$ cat src/rtl/noc_pkt_sched_2to1.sv
// noc_pkt_sched_2to1: packet-level weighted round-robin scheduler sharing one
// AXI-stream sample path (with CVITA header on tuser) between two requesters.
// The grant is registered; the data path is a zero-latency combinational mux.
module noc_pkt_sched_2to1 #(
  parameter int WIDTH         = 32,
  parameter int USER_WIDTH    = 128,
  parameter int SR_SCHED_BASE = 130
) (
  input  logic                  ce_clk,
  input  logic                  ce_rst_n,
  input  logic                  set_stb,
  input  logic [7:0]            set_addr,
  input  logic [31:0]           set_data,
  input  logic [WIDTH-1:0]      i0_tdata,
  input  logic [USER_WIDTH-1:0] i0_tuser,
  input  logic                  i0_tlast,
  input  logic                  i0_tvalid,
  output logic                  i0_tready,
  input  logic [WIDTH-1:0]      i1_tdata,
  input  logic [USER_WIDTH-1:0] i1_tuser,
  input  logic                  i1_tlast,
  input  logic                  i1_tvalid,
  output logic                  i1_tready,
  output logic [WIDTH-1:0]      o_tdata,
  output logic [USER_WIDTH-1:0] o_tuser,
  output logic                  o_tlast,
  output logic                  o_tvalid,
  input  logic                  o_tready,
  output logic [31:0]           pkt_cnt0,
  output logic [31:0]           pkt_cnt1,
  output logic                  active_port,
  output logic                  busy
);

  localparam logic [7:0] ADDR_WEIGHT0 = 8'(SR_SCHED_BASE);
  localparam logic [7:0] ADDR_WEIGHT1 = 8'(SR_SCHED_BASE + 1);
  localparam logic [7:0] ADDR_CTRL    = 8'(SR_SCHED_BASE + 2);
  localparam logic [7:0] ADDR_CLEAR   = 8'(SR_SCHED_BASE + 3);

  typedef enum logic [1:0] {
    IDLE   = 2'd0,
    GRANT0 = 2'd1,
    GRANT1 = 2'd2
  } state_t;

  // A programmed weight of zero still grants one packet per turn.
  function automatic logic [7:0] eff_weight(input logic [7:0] w);
    return (w == 8'd0) ? 8'd1 : w;
  endfunction

  state_t      state;
  state_t      next_grant;
  logic [7:0]  credit;
  logic        in_pkt;
  logic        last_served;
  logic [7:0]  weight0;
  logic [7:0]  weight1;
  logic        enable;
  logic        strict_prio0;
  logic        rst_sync_p0;
  logic        rst_sync_p1;
  logic        rst_int_n;
  logic        hs;
  logic        hs_last;
  logic        decision;
  logic        cur_port;
  logic        own_valid;
  logic        other_valid;
  logic        p0_hold;
  logic [7:0]  own_weight;
  logic [7:0]  other_weight;
  logic        cnt_clear;
  logic        unused_set_data;

  assign unused_set_data = ^set_data[31:8];

  // Reset is asserted asynchronously and released on a ce_clk edge.
  always_ff @(posedge ce_clk or negedge ce_rst_n) begin
    if (!ce_rst_n) begin
      rst_sync_p0 <= 1'b0;
      rst_sync_p1 <= 1'b0;
    end else begin
      rst_sync_p0 <= 1'b1;
      rst_sync_p1 <= rst_sync_p0;
    end
  end

  assign rst_int_n = rst_sync_p1;

  // Settings-bus registers: weights, enable and strict port-0 priority.
  always_ff @(posedge ce_clk or negedge rst_int_n) begin
    if (!rst_int_n) begin
      weight0      <= 8'd1;
      weight1      <= 8'd1;
      enable       <= 1'b1;
      strict_prio0 <= 1'b0;
    end else if (set_stb) begin
      if (set_addr == ADDR_WEIGHT0) weight0 <= set_data[7:0];
      if (set_addr == ADDR_WEIGHT1) weight1 <= set_data[7:0];
      if (set_addr == ADDR_CTRL) begin
        enable       <= set_data[0];
        strict_prio0 <= set_data[1];
      end
    end
  end

  assign cnt_clear = set_stb && (set_addr == ADDR_CLEAR);

  // Zero-latency mux from the granted requester; everything is 0 in IDLE.
  always_comb begin
    o_tdata   = '0;
    o_tuser   = '0;
    o_tlast   = 1'b0;
    o_tvalid  = 1'b0;
    i0_tready = 1'b0;
    i1_tready = 1'b0;
    unique case (state)
      GRANT0: begin
        o_tdata   = i0_tdata;
        o_tuser   = i0_tuser;
        o_tlast   = i0_tlast;
        o_tvalid  = i0_tvalid;
        i0_tready = o_tready;
      end
      GRANT1: begin
        o_tdata   = i1_tdata;
        o_tuser   = i1_tuser;
        o_tlast   = i1_tlast;
        o_tvalid  = i1_tvalid;
        i1_tready = o_tready;
      end
      default: ;
    endcase
  end

  assign hs           = o_tvalid & o_tready;
  assign hs_last      = hs & o_tlast;
  assign decision     = !in_pkt && !hs;
  assign busy         = in_pkt | hs;
  assign cur_port     = (state == GRANT1);
  assign active_port  = cur_port;
  assign own_valid    = cur_port ? i1_tvalid : i0_tvalid;
  assign other_valid  = cur_port ? i0_tvalid : i1_tvalid;
  assign own_weight   = cur_port ? weight1 : weight0;
  assign other_weight = cur_port ? weight0 : weight1;
  assign next_grant   = cur_port ? GRANT0 : GRANT1;
  // Under strict priority port 0 keeps the grant while it still has data.
  assign p0_hold      = strict_prio0 && !cur_port && i0_tvalid;

  // Grant FSM: decisions only at packet boundaries, never mid-packet.
  always_ff @(posedge ce_clk or negedge rst_int_n) begin
    if (!rst_int_n) begin
      state       <= IDLE;
      credit      <= 8'd0;
      in_pkt      <= 1'b0;
      last_served <= 1'b1;
    end else begin
      if (hs) in_pkt <= ~o_tlast;
      unique case (state)
        IDLE: begin
          if (enable) begin
            if (i0_tvalid && (strict_prio0 || !i1_tvalid || last_served)) begin
              state  <= GRANT0;
              credit <= eff_weight(weight0);
            end else if (i1_tvalid) begin
              state  <= GRANT1;
              credit <= eff_weight(weight1);
            end
          end
        end
        GRANT0, GRANT1: begin
          if (hs_last) begin
            last_served <= cur_port;
            if (!enable) begin
              state <= IDLE;
            end else if (strict_prio0 && cur_port && i0_tvalid) begin
              state  <= GRANT0;
              credit <= eff_weight(weight0);
            end else if (credit > 8'd1) begin
              credit <= credit - 8'd1;
            end else if (other_valid && !p0_hold) begin
              state  <= next_grant;
              credit <= eff_weight(other_weight);
            end else if (own_valid) begin
              credit <= eff_weight(own_weight);
            end else begin
              state <= IDLE;
            end
          end else if (decision && !own_valid) begin
            // Own requester went quiet between packets: hand over if possible.
            if (!enable) begin
              state <= IDLE;
            end else if (other_valid) begin
              state  <= next_grant;
              credit <= eff_weight(other_weight);
            end
          end
        end
        default: state <= IDLE;
      endcase
    end
  end

  // Per-port packet counters; a clear write wins over a same-cycle increment.
  always_ff @(posedge ce_clk or negedge rst_int_n) begin
    if (!rst_int_n) begin
      pkt_cnt0 <= 32'd0;
      pkt_cnt1 <= 32'd0;
    end else if (cnt_clear) begin
      pkt_cnt0 <= 32'd0;
      pkt_cnt1 <= 32'd0;
    end else if (hs_last) begin
      if (cur_port) pkt_cnt1 <= pkt_cnt1 + 32'd1;
      else          pkt_cnt0 <= pkt_cnt0 + 32'd1;
    end
  end

endmodule
$ cat config.mk
export PLATFORM = sky130hd
export DESIGN_NAME = noc_pkt_sched_2to1
export DESIGN_NICKNAME = d
export VERILOG_FILES = /design/src/rtl/noc_pkt_sched_2to1.sv
export SDC_FILE = /design/constraint.sdc
export NUM_CORES = 1
export LEC_CHECK = 0
export CAP_MARGIN = 20
export CORE_AREA = 2 2 235 237
export CTS_CLUSTER_SIZE = 40
export DETAILED_ROUTE_END_ITERATION = 10
export DIE_AREA = 0 0 237 239
export PLACE_DENSITY = 0.47
export SLEW_MARGIN = 10
export SYNTH_ARGS = -nofsm -noshare
export SYNTH_HDL_FRONTEND = slang
export SYNTH_SLANG_ARGS = --single-unit
$ cat constraint.sdc
create_clock -name ce_clk -period 3 [get_ports ce_clk]
set_clock_uncertainty 0.15 [all_clocks]
set_input_delay 0.6 -clock ce_clk [delete_from_list [all_inputs] [get_ports ce_clk]]
set_output_delay 0.6 -clock ce_clk [all_outputs]
set_load 0.01 [all_outputs]
==> results.sh <==
export IMPL_run_status="complete, no violations"
export IMPL_critical_path_arrival_ns=2.19
export IMPL_post_drt_wl_per_cell_um=22.3
export IMPL_r2r_start="state[1]"
export IMPL_start_util=0.146
export IMPL_worstReg2RegEnd="credit[1]"
export IMPL_holdCritPathClass="flop to asynchronous set/reset pin"
export IMPL_reg2reg_depth=10
export IMPL_utilization=0.291
export IMPL_max_slew_margin=0.649
export IMPL_drt_wl_total_mm=50.6
export IMPL_post_cts_hold_buffer_count=0
export IMPL_total_leakage_power_nw=6.45
export IMPL_mostFrequentLayoutCell="sky130_fd_sc_hd__clkdlybuf4s50_1"
export IMPL_grt_start_max_net_pins=65
export IMPL_gp_routability_congestion=0.890
export IMPL_yosysUniqueCellTypes=57
export IMPL_n_fill_cell=5726
export IMPL_slew_viol_final=0
export IMPL_clock_slew_at_the_register_clock_pins_of_the_worst_setup_and_hold_paths_ns=0.07
export IMPL_synth_nets=1335
export IMPL_power_density_mw_per_mm2=713
export IMPL_antenna_found_initial=13
export IMPL_required_ns=2.25
export IMPL_std_cell_rows=86
export IMPL_critical_path_slowest_cell="sky130_fd_sc_hd__dfrtp_1"
export IMPL_cts_sink_count=96
export IMPL_cts_inserted_buffers=9
export IMPL_synth_async_reset_ratio=1.00
export IMPL_fmaxAchievable_mhz=340
export IMPL_area_growth_synth_to_final_pct=99.5
export IMPL_drt_met1_wl_mm=20.9
export IMPL_cp_start_kind="flop"
export IMPL_design_core_area_mm2=0.0543
export IMPL_timing_reg2reg_setup_slack_ns=0.16
export IMPL_ys_seq_area_frac=0.304
export IMPL_detail_route_first_pass_iterations=5
export IMPL_avgSynthCellArea_um2=8.27
export IMPL_maximum_level_of_the_cts_h_tree=3
export IMPL_routed_via_count=9911
export IMPL_grt_ovfl_total=0
export IMPL_highest_signal_layer="met5"
export IMPL_nets=1937
export IMPL_full_die_area_mm2=0.0566
export IMPL_timing_worst_setup_path_type="flop to output pin"
export IMPL_vdd_ir_drop_worst_mv=0.340
export IMPL_synth_yosys_warnings=0
export IMPL_layout_drive_gt1_share=0.141
export IMPL_crit_path_start="state[0]"
export IMPL_crit_chain="buf_4 -> ha_4 -> buf_12 -> bufbuf_16 -> a22oi_1 -> nor2b_1 -> dlygate4sd2_1"
export IMPL_via_to_cell_ratio=4.36
export IMPL_dpl_hpwl_mm=40.8
export IMPL_final_cell_mix="413 x sky130_fd_sc_hd__clkdlybuf4s50_1, 159 x sky130_fd_sc_hd__nor2b_1, 134 x sky130_fd_sc_hd__dlygate4sd2_1"
export IMPL_synth_seq_cells=96
export IMPL_fin_crit_sh=0.980
export IMPL_holdWs_ns=0.0718
export IMPL_ys_flop_type="sky130_fd_sc_hd__dfrtp_1"
export IMPL_placement_io_buffers=573
export IMPL_timing_hold_violations_final=0
export IMPL_fin_crit_ns=2.94
export IMPL_grt_pass1_wl_mm=69.6
export IMPL_cts_root_buffer="sky130_fd_sc_hd__clkbuf_16"
export IMPL_floorplan_die_width_um=237
export IMPL_dpl_cell_area_mm2=0.0150
export IMPL_rsz_0062_raised_after_global_routing="true"
export IMPL_worst_path_largest_cell_delay_ns=0.39
export IMPL_antenna_left=0
export IMPL_finalSetupTns_ns=0
export IMPL_fp_dieH_um=239
export IMPL_synth_area_mm2=0.00792
export IMPL_wl_met2_mm=24.7
export IMPL_tightest_slew_ns=0.525
export IMPL_first_iter_violations=536
export IMPL_clk_path_buf_depth=2
export IMPL_maxCapViolations=0
export IMPL_synthCells=958
export IMPL_synth_edff_count=0
export IMPL_drc_errors=0
export IMPL_io_pin_count=598
export IMPL_tritoncts="done"
export IMPL_gr_usage_all_layers=0.168
export IMPL_report_final_setup_viol=0
export IMPL_worst_skew_pair_late_latency_ns=0.35
export IMPL_final_area_mm2=0.0158
export IMPL_met3RoutedLength_mm=3.60
export IMPL_timing_critical_path_to="o_tuser[107]"
export IMPL_first_global_vias=9780
export IMPL_crit_path_max_fanout=11
export IMPL_cp_end_kind="output pin"
==> cell families after synthesis <==
family	synth area share
buf+inv	0.0524
other cells	0.000473
xor+xnor	0.0564
compound gates	0.238
simple gates	0.275
fa+ha+maj	0.0142
flops	0.304
mux	0.0596
==> worst min path at each step <==
stage / startpoint / end / slack, ns / cells past startpoint
after floorplan: ce_rst_n / rst_int_n / 0.15 / 0
after global placement: rst_int_n / pkt_cnt1[24] / 0.08 / 0
after detailed placement: rst_int_n / pkt_cnt1[24] / 0.08 / 0
after CTS: rst_int_n / weight0[6] / 0.09 / 0
after global routing: rst_int_n / pkt_cnt1[23] / 0.11 / 0
final: rst_int_n / pkt_cnt1[24] / 0.07 / 0
==> cell usage after synthesis (3+ instances only) <==
cell                        number  share of area
sky130_fd_sc_hd__o2111ai_1       5         0.0055
sky130_fd_sc_hd__nor2_1         64          0.030
sky130_fd_sc_hd__dfstp_2         4          0.013
sky130_fd_sc_hd__and4_1          4         0.0044
sky130_fd_sc_hd__a22oi_1       164           0.16
sky130_fd_sc_hd__xor2_1         17          0.019
sky130_fd_sc_hd__mux2_2         22          0.031
sky130_fd_sc_hd__xnor2_1        34          0.038
sky130_fd_sc_hd__nand3_1        20          0.013
sky130_fd_sc_hd__mux2_1          3         0.0043
sky130_fd_sc_hd__or4_1           3         0.0028
sky130_fd_sc_hd__and3_1         11         0.0087
sky130_fd_sc_hd__nor2b_1       163           0.13
sky130_fd_sc_hd__o22ai_1         5         0.0039
sky130_fd_sc_hd__dfrtp_1        92           0.29
sky130_fd_sc_hd__nand2_1        38          0.018
sky130_fd_sc_hd__buf_2           5         0.0032
sky130_fd_sc_hd__a211oi_1        6         0.0057
sky130_fd_sc_hd__buf_1          21          0.010
sky130_fd_sc_hd__inv_1          30          0.014
sky130_fd_sc_hd__nand4_1        10         0.0079
sky130_fd_sc_hd__o21ai_0        26          0.016
sky130_fd_sc_hd__or3_1          21          0.017
sky130_fd_sc_hd__and2_1          5         0.0039
sky130_fd_sc_hd__a21oi_1        29          0.018
sky130_fd_sc_hd__mux2i_1        19          0.024
sky130_fd_sc_hd__a31oi_1         7         0.0055
sky130_fd_sc_hd__nor4_1         13          0.010
sky130_fd_sc_hd__o211ai_1        4         0.0038
sky130_fd_sc_hd__clkbuf_1       50          0.024
sky130_fd_sc_hd__o221ai_1        3         0.0033
sky130_fd_sc_hd__nor3_1         25          0.016
sky130_fd_sc_hd__ha_1            9          0.014
==> flip-flops by register name (all words and copies together) (netlist names) <==
register      flops
pkt_cnt0         32
rst_sync_p0       1
credit            8
strict_prio0      1
enable            1
last_served       1
state             2
in_pkt            1
weight0           8
rst_int_n         1
pkt_cnt1         32
weight1           8
==> stage by stage <==
stage / setup slack, ns / cells / total power, mW
global route: -0.00130 / 2273 / 12.0
global placement: -0.287 / 2233 / 10.0
finish: 0.0610 / 2273 / 11.3
detailed placement: -0.267 / 2233 / 10.0
floorplan: 0.204 / 958 / 5.43
CTS: -0.180 / 2259 / 11.1
==> critical path: cells and delay by family, from the launching register on <==
kind | cells | cell delay, ns
AO/OA/AOI/OAI | 1 | 0.26
adder cells (fa/ha/maj) | 1 | 0.17
buffers and inverters | 4 | 0.90
flip-flops | 1 | 0.39
AND/OR/NAND/NOR | 1 | 0.09
==> timing repair <==
item	CTS	global route
pin swaps	3	11
setup buffers	6	8
resized for setup	182	29
cloned	4	3
endpoints found under the setup margin	146	27
==> power breakdown <==
part	total (mW)	internal (mW)	leakage (nW)	switching, mW
Sequential	1.58	1.42	1.28	0.154
Combinational	8.53	4.16	5.03	4.36
Clock	1.16	0.613	0.142	0.544
Total	11.3	6.20	6.45	5.06
==> layout make-up <==
type,instances,area (um2),area share
timing repair buffer,668,6720,0.425
multi-input combinational,755,5370,0.340
sequential,96,2410,0.153
tap,704,881,0.0558
clock buffer,11,253,0.0160
inverter,30,113,0.00713
clock inverter,5,38.8,0.00246
antenna,4,10.0,0.000634
==> per-layer routing <==
metal,track usage,vias up
met5,0,-
met4,0.0520,16
met3,0.0473,59
met2,0.285,365
met1,0.204,4782
li1,-,4689
Note: power is estimated with default switching activity, not from simulation.
